**config.mk**
```make
export PLATFORM = sky130hd
export DESIGN_NAME = quad_gate_emulator
export DESIGN_NICKNAME = d
export VERILOG_FILES = /design/src/rtl/quad_gate_emulator.sv
export SDC_FILE = /design/constraint.sdc
export NUM_CORES = 1
export LEC_CHECK = 0
export ABC_AREA = 1
export ABC_CLOCK_PERIOD_IN_PS = 3200
export CAP_MARGIN = 20
export CORE_MARGIN = 8
export CORE_UTILIZATION = 57
export CTS_BUF_LIST = sky130_fd_sc_hd__clkbuf_16
export DETAILED_ROUTE_END_ITERATION = 10
export GPL_TIMING_DRIVEN = 0
export PLACE_DENSITY_LB_ADDON = 0.05
export SLEW_MARGIN = 20
export SYNTH_ARGS = -nofsm -noshare
export SYNTH_HDL_FRONTEND = slang
export SYNTH_SLANG_ARGS = --single-unit
```
**constraint.sdc**
```tcl
create_clock -name Clk -period 3.2 [get_ports Clk]
set_clock_uncertainty 0.15 [all_clocks]
set_input_delay 0.64 -clock Clk [delete_from_list [all_inputs] [get_ports Clk]]
set_output_delay 0.64 -clock Clk [all_outputs]
set_load 0.005 [all_outputs]
```
**src/rtl/quad_gate_emulator.sv**
```systemverilog
// Behavioural stand-in for a 14-pin quad 2-input gate chip on the tester pins.
// Optional macro QUAD_GATE_PIN_SYNC_EN adds a 2-flop synchronizer on every input pin.

module quad_gate_lane (
    input  logic       a,
    input  logic       b,
    input  logic [2:0] func,
    input  logic       fault_en,
    input  logic [1:0] fault_mode,
    output logic       y
);
    logic f;

    always_comb begin
        f = 1'b0;
        case (func)
            3'b000:  f = ~(a & b);
            3'b001:  f = ~(a | b);
            3'b010:  f = a & b;
            3'b011:  f = a | b;
            3'b100:  f = a ^ b;
            3'b101:  f = ~(a ^ b);
            3'b110:  f = ~(a & b);
            default: f = 1'b0;
        endcase
        y = f;
        if (fault_en) begin
            case (fault_mode)
                2'b01:   y = 1'b0;
                2'b10:   y = 1'b1;
                2'b11:   y = ~f;
                default: y = f;
            endcase
        end
    end
endmodule

module quad_gate_emulator #(
    parameter int DELAY = 1,
    parameter int CNT_W = 8
) (
    input  logic             Clk,
    input  logic             Reset,
    input  logic             Cfg_Valid,
    output logic             Cfg_Ready,
    input  logic [2:0]       Cfg_Func,
    input  logic [1:0]       Cfg_Fault_Mode,
    input  logic [1:0]       Cfg_Fault_Gate,
    input  logic [CNT_W-1:0] Cfg_Fault_After,
    input  logic             Pin1,
    input  logic             Pin2,
    input  logic             Pin4,
    input  logic             Pin5,
    input  logic             Pin10,
    input  logic             Pin9,
    input  logic             Pin13,
    input  logic             Pin12,
    output logic             Pin3,
    output logic             Pin6,
    output logic             Pin8,
    output logic             Pin11,
    output logic [CNT_W-1:0] Eval_Count,
    output logic             Fault_Active
);
    localparam int NUM_LANES = 4;

    typedef enum logic [1:0] {IDLE, RUN_CLEAN, RUN_FAULT} state_t;

    state_t                 state_q, state_d;
    logic [2:0]             func_q, func_d;
    logic [1:0]             mode_q, mode_d;
    logic [1:0]             gate_q, gate_d;
    logic [CNT_W-1:0]       thr_q, thr_d;
    logic [CNT_W-1:0]       cnt_q, cnt_d, cnt_inc;
    logic [2*NUM_LANES-1:0] pin_vec, vec_q, vec_d, prev_q;
    logic                   accept, change;

    logic [NUM_LANES-1:0]   lane_a, lane_b, lane_fault, y_comb, y_pipe;

    // Lane g uses A = vec[2g], B = vec[2g+1]
    always_comb pin_vec = {Pin12, Pin13, Pin9, Pin10, Pin5, Pin4, Pin2, Pin1};

`ifdef QUAD_GATE_PIN_SYNC_EN
    logic [2*NUM_LANES-1:0] sync1_q, sync1_d, sync2_q, sync2_d;

    always_comb begin
        sync1_d = pin_vec;
        sync2_d = sync1_q;
        vec_d   = sync2_q;
    end

    always_ff @(posedge Clk or posedge Reset) begin
        if (Reset) begin
            sync1_q <= '0;
            sync2_q <= '0;
        end else begin
            sync1_q <= sync1_d;
            sync2_q <= sync2_d;
        end
    end
`else
    always_comb vec_d = pin_vec;
`endif

    assign Cfg_Ready = ~Reset;
    assign accept    = Cfg_Valid & Cfg_Ready;
    assign change    = (vec_q != prev_q) && (state_q != IDLE);
    assign cnt_inc   = (cnt_q == {CNT_W{1'b1}}) ? cnt_q : cnt_q + CNT_W'(1);

    always_comb begin
        state_d = state_q;
        func_d  = func_q;
        mode_d  = mode_q;
        gate_d  = gate_q;
        thr_d   = thr_q;
        cnt_d   = cnt_q;
        // A config accept takes priority over a coincident change event
        if (accept) begin
            if (Cfg_Func == 3'b111) begin
                state_d = IDLE;
            end else begin
                func_d  = Cfg_Func;
                mode_d  = Cfg_Fault_Mode;
                gate_d  = Cfg_Fault_Gate;
                thr_d   = Cfg_Fault_After;
                cnt_d   = '0;
                state_d = (Cfg_Fault_Mode != 2'b00 && Cfg_Fault_After == '0) ? RUN_FAULT : RUN_CLEAN;
            end
        end else if (change) begin
            cnt_d = cnt_inc;
            if (state_q == RUN_CLEAN && mode_q != 2'b00 && cnt_inc == thr_q)
                state_d = RUN_FAULT;
        end
    end

    always_ff @(posedge Clk or posedge Reset) begin
        if (Reset) begin
            state_q <= IDLE;
            func_q  <= 3'b000;
            mode_q  <= 2'b00;
            gate_q  <= 2'b00;
            thr_q   <= '0;
            cnt_q   <= '0;
            vec_q   <= '0;
            prev_q  <= '0;
        end else begin
            state_q <= state_d;
            func_q  <= func_d;
            mode_q  <= mode_d;
            gate_q  <= gate_d;
            thr_q   <= thr_d;
            cnt_q   <= cnt_d;
            vec_q   <= vec_d;
            prev_q  <= vec_q;
        end
    end

    always_comb begin
        for (int g = 0; g < NUM_LANES; g++) begin
            lane_a[g]     = vec_q[2*g];
            lane_b[g]     = vec_q[2*g+1];
            lane_fault[g] = (state_q == RUN_FAULT) && (gate_q == 2'(g));
        end
    end

    quad_gate_lane u_lane [NUM_LANES-1:0] (
        .a          (lane_a),
        .b          (lane_b),
        .func       ({NUM_LANES{func_q}}),
        .fault_en   (lane_fault),
        .fault_mode ({NUM_LANES{mode_q}}),
        .y          (y_comb)
    );

    // Propagation-delay pipeline; not flushed on reconfiguration
    generate
        if (DELAY == 0) begin : g_nopipe
            assign y_pipe = y_comb;
        end else begin : g_pipe
            logic [DELAY-1:0][NUM_LANES-1:0] pipe_q, pipe_d;

            always_comb begin
                pipe_d[0] = y_comb;
                for (int i = 1; i < DELAY; i++) pipe_d[i] = pipe_q[i-1];
            end

            always_ff @(posedge Clk or posedge Reset) begin
                if (Reset) pipe_q <= '0;
                else       pipe_q <= pipe_d;
            end

            assign y_pipe = pipe_q[DELAY-1];
        end
    endgenerate

    logic [NUM_LANES-1:0] y_out;
    assign y_out        = (state_q == IDLE) ? '0 : y_pipe;
    assign Pin3         = y_out[0];
    assign Pin6         = y_out[1];
    assign Pin8         = y_out[2];
    assign Pin11        = y_out[3];
    assign Eval_Count   = cnt_q;
    assign Fault_Active = (state_q == RUN_FAULT);
endmodule
```
==> reports/metrics.yaml <==
status: "finished, final reports clean"
finalCritPeriodShare_pct: 91.2
grt_overflow_total: 0
rsz0062_at_grt: "no"
cts_tree: "done"
clockPowerShare_pct: 32.8
powerDensity_mw_per_mm2: 568
ys_warn_count: 0
vias: 2154
post_cts_buffers: 0
criticalPathCategory: "input pin to output port"
cts_root_buf: "clkbuf_16"
synth_sequential_area_ratio_pct: 45.8
hold_buffers: 0
drc: 0
startpoint_type: "input pin"
slew_headroom_pct: 67.5
power_frac_comb_pct: 26.8
p_sw_share_pct: 30.1
rr_endpoint: "state_q[0]$_DFFE_PP0P_"
ant_nets: 0
whs_ns: 0.301
mostFrequentLayoutCells: "87 x nand2_1, 46 x inv_1, 45 x dfrtp_1"
regArea_mm2: 0.00113
cp-end-kind: "output port"
reg2reg_from: "Eval_Count[0]$_DFFE_PP0P_"
fillers: 355
reg2reg_depth: 12
cpLargestDelayFamily: "buffers and inverters"
grt_pass1_wl_mm: 9.67
clk_latency_ns: 0.29
cts_max_path_buffers: 2
hold_viol: 0
dieArea_mm2: 0.00667
synthesis.nets: 350
netlist_instances: 315
grt.total_usage_pct: 18.6
area_growth_pct: 26.2
holdPathStages: 0
ioPinCount: 40
port_buffers: 39
setup_viol: 0
drtIter0Drc: 150
cts_sinks: 45
max_stage_delay_ns: 0.53
seqPwrFrac_pct: 40.4
fp.dieW_um: 81.7
post_drt_wl_per_cell_um: 13.4
synth_area_mm2: 0.00246
crit_path_frequent_cell: "clkdlybuf4s50_1"
path_cells: "clkdlybuf4s50_1, inv_2, buf_12, clkdlybuf4s50_1"
drive_gt1_share_pct: 5.23
yosys-mux-area-fraction_pct: 0.815
synth_top_family_by_area: "simple AND/OR/NAND/NOR gates"
initial_core_util_pct: 57.6
clk_pin_slew_ns: 0.06
numCtsBuffers: 5
synth_xor_area_share_pct: 2.49
hp-start: "vec_q[3]$_DFF_PP0_"
drt-vias-per-instance: 5.19
cp_slowest_cell: "clkdlybuf4s50_1"
yosysTopAreaCell: "dfrtp_1"
drt-total-wl_mm: 5.58
gp_congestion: 0.839
worst-endpoint-arrival_ns: 2.13
cts_resized: 0
finalWorstPathRequiredPeriod_ns: 2.92
rows: 24
netlist.area_leader.share_pct: 45.8
regToRegSetupSlack_ns: 1.21
worst_pin_slew_ns: 0.482
firstDrtPassIters: 4
multi_input_area_mm2: 0.00114
synth-adder-area-share_pct: 4.58
p_leak_uw: 0.00151
p_int_uw: 1230
maxCapViolCount: 0
worst-path-max-fanout: 33
grt_pass1_vias: 2174
ir_worst_vdd_uv: 319
coreArea_mm2: 0.00426
ys_types: 27
synth.top_cells.by_area: "dfrtp_1 46%, nand2_1 13%, inv_1 7.0%"
final_max_slew_viol_count: 0
max_freq_ghz: 0.343
diodes: 0
grt_max_degree: 34
hp-class: "register to register"
dp_slack_ns: 0.248
fin_nets: 397
antenna_found_initial: 0
syn_avg_cell_area_um2: 7.80
path_buf_inv: 4
power.switching_uw: 530
final_common_cell: "nand2_1"
die_h_um: 81.7
setup_slack_ns: 0.281
synth_compound_area_share_pct: 8.91
htree_levels: 2
synth-seq-cells: 45
dpl.hpwl_mm: 4.24
yosys.area_share.simple_pct: 29.6
required_ns: 2.41
min_to: "prev_q[3]$_DFF_PP0_"
[worst max-delay path by stage]
stage | slack (ns) | endpoint | depth (start not counted) | from
5_1_grt | 0.17 | Cfg_Ready | 4 | Reset
4_1_cts | 0.25 | Cfg_Ready | 4 | Reset
2_1_floorplan | 0.28 | state_q[0]$_DFFE_PP0P_ | 8 | Reset
6_report | 0.28 | Cfg_Ready | 4 | Reset
3_5_place_dp | 0.25 | Cfg_Ready | 4 | Reset
3_3_place_gp | -0.89 | state_q[0]$_DFFE_PP0P_ | 9 | Reset
[cells by family (layout without fill, tap and decap cells)]
logic type,after synthesis,after routing
AOI/OAI and AO/OA,38,38
xor gates and xnor gates,7,7
adders and majority gates,9,9
buffers and inverters,50,98
DFF,45,45
muxes,2,2
and+or+nand+nor,164,164
[synth_stat cells, drive strengths merged]
cell type / number
a211oi: 3
a21oi: 4
a31oi: 1
buf: 1
clkbuf: 2
clkinv: 1
dfrtp: 45
ha: 9
inv: 46
mux2i: 2
nand2: 94
nand3: 32
nand3b: 3
nand4: 4
nor2: 25
nor3: 2
nor4: 4
o211a: 1
o21ai: 21
o21bai: 2
o221ai: 1
o22ai: 5
xnor2: 6
xor2: 1
[state kept, by name, summed over array words and instances (netlist names)]
| register | count |
|---|---|
| vec_q | 8 |
| prev_q | 8 |
| func_q | 3 |
| g_pipe.pipe_q | 4 |
| thr_q | 8 |
| gate_q | 2 |
| Eval_Count | 8 |
| mode_q | 2 |
| state_q | 2 |
[per-stage QoR]
step | utilization (%) | TNS [ns] | total power, uW | std cells | cell area (um^2)
after CTS | 72.7 | 0 | 1770 | 415 | 3100
final | 72.7 | 0 | 1760 | 415 | 3100
after detailed placement | 68.8 | 0 | 1190 | 407 | 2930
after global routing | 72.7 | 0 | 1870 | 415 | 3100
after global placement | 68.3 | -18.73 | 1170 | 406 | 2910
after floorplan | - | 0 | 1000 | 315 | 2460
[layout make-up]
class	instances	area share, %
Buffer	3	0.484
Clock buffer	5	4.04
Clock inverter	3	1.37
Inverter	47	5.69
Multi-Input combinational cell	220	36.8
Sequential cell	45	36.3
Tap cell	52	2.10
Timing Repair Buffer	40	13.2
[worst register-to-register path, delay by kind of cell (launching register included)]
kind,cells,cell delay (ns)
adders and majority gates,1,0.28
and+or+nand+nor,11,1.01
DFF,1,0.45
[routing by layer]
| layer | up-vias | global-route usage [%] | routed length, um |
|---|---|---|---|
| met4 | 0 | 7.02 | 76 |
| li1 | 1104 | - | - |
| met3 | 7 | 4.49 | 282 |
| met2 | 47 | 29.2 | 2550 |
| met1 | 996 | 24.5 | 2670 |
| met5 | - | 0 | 0 |
[power groups by stage]
stage / Combinational, uW / Sequential (uW) / Clock (uW)
2_1_floorplan: 297 / 706 / 0
3_3_place_gp: 456 / 715 / 0
3_5_place_dp: 468 / 720 / 0
4_1_cts: 473 / 710 / 589
5_1_grt: 532 / 722 / 616
6_report: 471 / 711 / 577
Note: power is estimated with default switching activity, not from simulation.
